`src/rtl/risc_pcstack.sv`:
```
// Program counter with hardware return stack, interrupt entry and sticky stack-error flags.
// Define RISC_PCSTACK_CIRC_EN to make a push onto a full stack overwrite the oldest entry.
module risc_pcstack #(
    parameter int              ADDR_W    = 16,
    parameter int              DEPTH     = 8,
    parameter logic [ADDR_W-1:0] RESET_VEC = '0,
    parameter logic [ADDR_W-1:0] INTR_VEC  = ADDR_W'(4)
) (
    input  logic                       clk,
    input  logic                       rst,
    input  logic                       en,
    input  logic [2:0]                 pcop,
    input  logic [1:0]                 isize,
    input  logic [ADDR_W-1:0]          jaddr,
    input  logic [7:0]                 roff,
    input  logic                       irq,
    input  logic                       err_clr,
    output logic [ADDR_W-1:0]          pc,
    output logic                       irq_ack,
    output logic                       in_isr,
    output logic [$clog2(DEPTH+1)-1:0] sp,
    output logic                       full,
    output logic                       empty,
    output logic                       ovf,
    output logic                       unf
);
    localparam int SP_W  = $clog2(DEPTH + 1);
    localparam int PTR_W = $clog2(DEPTH);

    localparam logic [2:0] OP_CALL = 3'b001;
    localparam logic [2:0] OP_RET  = 3'b010;
    localparam logic [2:0] OP_RETI = 3'b011;
    localparam logic [2:0] OP_JUMP = 3'b100;
    localparam logic [2:0] OP_RJMP = 3'b101;

    logic [ADDR_W-1:0] stack [DEPTH];
    // top is the next write slot; it only differs from sp mod DEPTH in circular mode
    logic [PTR_W-1:0]  top;

    logic signed [7:0] roff_s;
    logic [ADDR_W-1:0] seq;
    logic [ADDR_W-1:0] rel;
    logic [ADDR_W-1:0] top_val;
    logic [ADDR_W-1:0] pc_nxt;
    logic [SP_W-1:0]   sp_nxt;
    logic [PTR_W-1:0]  top_nxt;
    logic              is_none;
    logic              take_irq;
    logic              push;
    logic              pop;
    logic              wr;
    logic              isr_nxt;
    logic              ovf_set;
    logic              unf_set;

    assign full   = (sp == SP_W'(DEPTH));
    assign empty  = (sp == '0);
    assign roff_s = roff;

    always_comb begin
        seq      = pc + ADDR_W'(isize) + ADDR_W'(1);
        rel      = pc + ADDR_W'(roff_s);
        top_val  = stack[top - PTR_W'(1)];
        is_none  = !(pcop inside {OP_CALL, OP_RET, OP_RETI, OP_JUMP, OP_RJMP});
        take_irq = en && is_none && irq && !in_isr;
        push     = en && ((pcop == OP_CALL) || take_irq);
        pop      = en && ((pcop == OP_RET) || (pcop == OP_RETI));
        ovf_set  = push && full;
        unf_set  = pop && empty;
`ifdef RISC_PCSTACK_CIRC_EN
        wr       = push;
`else
        wr       = push && !full;
`endif

        pc_nxt = pc;
        if (en) begin
            case (pcop)
                OP_CALL, OP_JUMP: pc_nxt = jaddr;
                OP_RET, OP_RETI:  pc_nxt = empty ? RESET_VEC : top_val;
                OP_RJMP:          pc_nxt = rel;
                default:          pc_nxt = take_irq ? INTR_VEC : seq;
            endcase
        end

        sp_nxt  = sp;
        top_nxt = top;
        if (wr) begin
            top_nxt = top + PTR_W'(1);
            if (!full) sp_nxt = sp + SP_W'(1);
        end else if (pop && !empty) begin
            top_nxt = top - PTR_W'(1);
            sp_nxt  = sp - SP_W'(1);
        end

        isr_nxt = in_isr;
        if (take_irq) isr_nxt = 1'b1;
        else if (en && (pcop == OP_RETI)) isr_nxt = 1'b0;
    end

    always_ff @(posedge clk) begin
        if (rst) begin
            pc      <= RESET_VEC;
            sp      <= '0;
            top     <= '0;
            in_isr  <= 1'b0;
            irq_ack <= 1'b0;
            ovf     <= 1'b0;
            unf     <= 1'b0;
        end else begin
            pc      <= pc_nxt;
            sp      <= sp_nxt;
            top     <= top_nxt;
            in_isr  <= isr_nxt;
            irq_ack <= take_irq;
            // a new error in the same cycle as err_clr wins over the clear
            ovf     <= ovf_set || (ovf && !err_clr);
            unf     <= unf_set || (unf && !err_clr);
        end
    end

    always_ff @(posedge clk) begin
        if (wr && !rst) stack[top] <= seq;
    end
endmodule

```
`config.mk`:
```
export PLATFORM = sky130hd
export DESIGN_NAME = risc_pcstack
export DESIGN_NICKNAME = d
export VERILOG_FILES = /design/src/rtl/risc_pcstack.sv
export SDC_FILE = /design/constraint.sdc
export NUM_CORES = 1
export LEC_CHECK = 0
export ABC_AREA = 1
export CAP_MARGIN = 30
export CORE_MARGIN = 1
export CORE_UTILIZATION = 40
export DETAILED_ROUTE_END_ITERATION = 16
export PLACE_DENSITY = 0.66
export SYNTH_ARGS = -nofsm -noshare
export SYNTH_HDL_FRONTEND = slang
export SYNTH_SLANG_ARGS = --single-unit
export TNS_END_PERCENT = 10
```
`constraint.sdc`:
```
create_clock -name clk -period 5.9 [get_ports clk]
set_input_delay 0.885 -clock clk [delete_from_list [all_inputs] [get_ports clk]]
set_output_delay 0.885 -clock clk [all_outputs]
set_load 0.01 [all_outputs]
```
==> impl_results.md <==
- Clk sinks: 155
- Register area: 4390 um2
- Ys Warns: 0
- Switching pwr: 0.743 mW
- Synth cell types: 44
- Worst slew pin tran: 0.993 ns
- Final WL: 20700 um
- Setup-failing EPs final: 0
- Core Box Area: 18900 um2
- Critical Path Slowest Stage Cell: nor2_1
- Critical-path maximum fanout: 26
- FMAX: 0.285 GHz
- Wire length per cell: 18.1 um
- Switch share: 27.2%
- Gr ovfl total: 0
- Max_slew headroom: 33.7%
- DRT iter0 DRCs: 660
- R2R Setup Slk: 2.93 ns
- Syn_nets: 872
- Final clock skew: 0.0176 ns
- Post-CTS Setup Bufs: 0
- Int Pwr: 1.99 mW
- Via count of the routed design: 6245
- CTS Buffer Depth: 2
- Endpoint type of the worst setup path: flip-flop
- Outcome: completed
- Setup TNS: 0 ns
- Final Critical Period: 3.51 ns
- I/O pins: 60
- Most common cell on crit path: nand2_1
- Reg2Reg Depth: 11
- Ratio of cells with drive above 1 in the final layout: 7.59%
- Largest net degree at the start of global routing: 69
- Metal3 WL: 1170 um
- RSZ-0062 raised after global routing: false
- Footprint of the multi-input gates: 2960 um2
- Die Footprint: 20000 um2
- DR vias/cell: 5.46
- Hold Startpoint: ovf
- Max_cap viols: 0
- Number of flops mapped to enable cells by yosys: 128
- GRT Total Usage: 21.7%
- Sequential cell area fraction in the yosys report: 56.3%
- Clock power share: 38.2%
- Top Metal Used: met4
- Drt pass-1 iters: 6
- Primary FF master, synth: edfxtp_1
- Die W: 142 um
- Pwr per Cell Area: 296 nW/um2
- Mapped Cells: 815
- Crit-path leading delay family: simple AND/OR/NAND/NOR gates
- Worst-Skew Late Latency: 0.43 ns
- Resize count post-CTS: 0
- Max incr delay on CP: 0.72 ns
- Mean Syn Cell Area: 9.56 um2
- Leakage power: 3.53 nW
- Die H: 142 um
- Synth Cell Area: 7790 um2
- Hold_buf cts: 0
- CTS tree: built
- CTS Buf Count: 17
- M1 WL: 9350 um
- Worst VDD drop: 0.196 mV
- Hold EP: ovf
- Part of the power in combinational logic: 16.3%
- Worst EP arrival: 3.64 ns
- First-pass GRT wire length: 32700 um
- Post-route DRC: 0
- Worst hold stages: 2
- Rows: 50
- Worst EP required: 6.03 ns
- Max-slew violation count: 0
- Initial core utilization: 41.3%
- Number of H-tree levels: 4
- Diode count: 0
- Fillers: 1814
- Tcrit/Tclk final: 59.5%
- Reg clk slew, reported paths: 0.06 ns
- Crit-path cells: clkdlybuf4s50_1 -> buf_4 -> nand2_1 -> nor2_2 -> nand2_1 -> nand2_2 -> nand3_4 -> nor2_1 -> nand2_1 -> nor2_1 -> buf_4
- Crit path launch type: input pin
- Final hold violations: 0
- Global placement routability congestion: 0.898
- Ys async rst share: 0%
- Initial antenna violation count: 0
- Reg2reg end: pc[9]
- Seq cells post-synth: 155
- Vias in the first global route: 5910
- Routed Antenna Nets: 0
- Critical path class: in -> reg
- Detail Route met2 WL: 9950 um
- Buffers on Ports: 59
- Worst r2r src: top[0]
- Reg power frac: 45.5%
- Root buffer cell: clkbuf_16
- Layout Nets: 929
- Hpwl dp: 14100 um
- Tot Pwr: 2.73 mW
- Crit path buf inv count: 3
- Worst Hold Class: reg -> reg
- Layout area overhead: 18.5%
-- worst max-delay path by stage --
stage | startpoint | endpoint | slack [ns] | cells after the start
detailed placement | en | stack[1][13] | 1.97 | 11
floorplan | en | stack[4][0] | 2.66 | 9
CTS | en | stack[1][10] | 2.41 | 11
finish | en | stack[1][10] | 2.39 | 11
global route | en | stack[1][10] | 2.18 | 11
global placement | en | stack[1][13] | 1.99 | 11
-- Yosys cell counts (3+ instances only) --
cell type,number,area [um2]
o22ai_1,5,31.3
edfxtp_1,128,3840
nand2_1,118,443
o211ai_1,18,135
nor2_1,105,394
a31oi_1,4,25.0
clkbuf_1,12,45.0
nand2_2,3,18.8
o21ai_0,87,435
nor2_2,3,18.8
a22oi_1,3,22.5
nor3_1,11,55.1
nand3b_1,4,30.0
inv_2,5,18.8
a21oi_1,37,185
o221ai_1,18,158
o21ai_1,5,25.0
a21o_1,3,22.5
o21bai_1,5,37.5
ha_1,21,263
nand4_1,12,75.1
dfxtp_1,27,541
nand3_1,45,225
xor2_1,12,105
buf_2,17,85.1
inv_1,82,308
-- layer usage --
| layer | up-vias | global-route usage [%] |
|---|---|---|
| met1 | 3025 | 29.6 |
| li1 | 2980 | - |
| met3 | 27 | 4.22 |
| met5 | - | 0 |
| met2 | 213 | 35.3 |
| met4 | 0 | 5.89 |
-- registers in the layout, indices dropped and copies added, names as in the netlist --
register and count:
pc 16, in_isr 1, irq_ack 1, top 3, stack 128, unf 1
sp 4, ovf 1
-- power by group through the flow --
stage	registers [mW]	clock network (mW)	logic (mW)
final	1.24	1.04	0.446
after detailed placement	1.26	0	0.442
after global placement	1.26	0	0.437
after global routing	1.24	1.10	0.496
after CTS	1.24	1.05	0.446
after floorplan	1.26	0	0.282
-- cells in the final DEF, fill, tap and decap left out, types with 4 or more instances in the layout --
master,n
ha_1,21
o21ai_1,5
o21bai_1,5
buf_4,12
nor3_2,8
nor3_1,5
dfxtp_1,26
o211ai_1,18
edfxtp_1,128
clkbuf_16,17
o22ai_1,5
a31oi_1,4
o21ai_0,87
o221ai_1,18
clkinv_4,4
nand2_1,118
inv_1,82
nand3_1,45
nor2_1,105
inv_2,5
xor2_1,12
nand4_1,12
a21oi_1,37
clkdlybuf4s50_1,59
nand3b_1,4
-- tightest hold or removal path: cells and delay by family, from the launching register on --
| family | cells | cell delay, ns |
|---|---|---|
| compound gates | 1 | 0.05 |
| flops | 1 | 0.31 |
| simple gates | 1 | 0.06 |
-- cells by family after synthesis --
logic type,Yosys count,share of synthesized area (%)
AO/OA/AOI/OAI,191,14.5
XOR/XNOR,14,1.81
adder cells (fa/ha/maj),23,3.89
buffers and inverters,121,6.20
flip-flops,155,56.3
AND/OR/NAND/NOR,311,17.4
-- metrics by stage --
stage                     utilization (%)  instances  worst slack (ns)  hold WS (ns)  area (um2)
after floorplan                         -        815              2.66         0.487        7790
after global placement               45.9       1113              1.99         0.461        8680
after detailed placement             45.9       1113              1.97         0.457        8680
after CTS                            48.9       1143              2.41         0.469        9230
after global routing                 48.9       1143              2.18         0.483        9230
final                                48.9       1143              2.39         0.465        9230
-- area by class of cell --
class,count,area share (%)
Multi-Input combinational cell,539,32.0
Sequential cell,155,47.5
Inverter,88,3.58
Clock buffer,19,4.69
Clock inverter,11,1.33
Timing Repair Buffer,71,7.37
Tap cell,260,3.52
(Power assumes the default switching activity.)
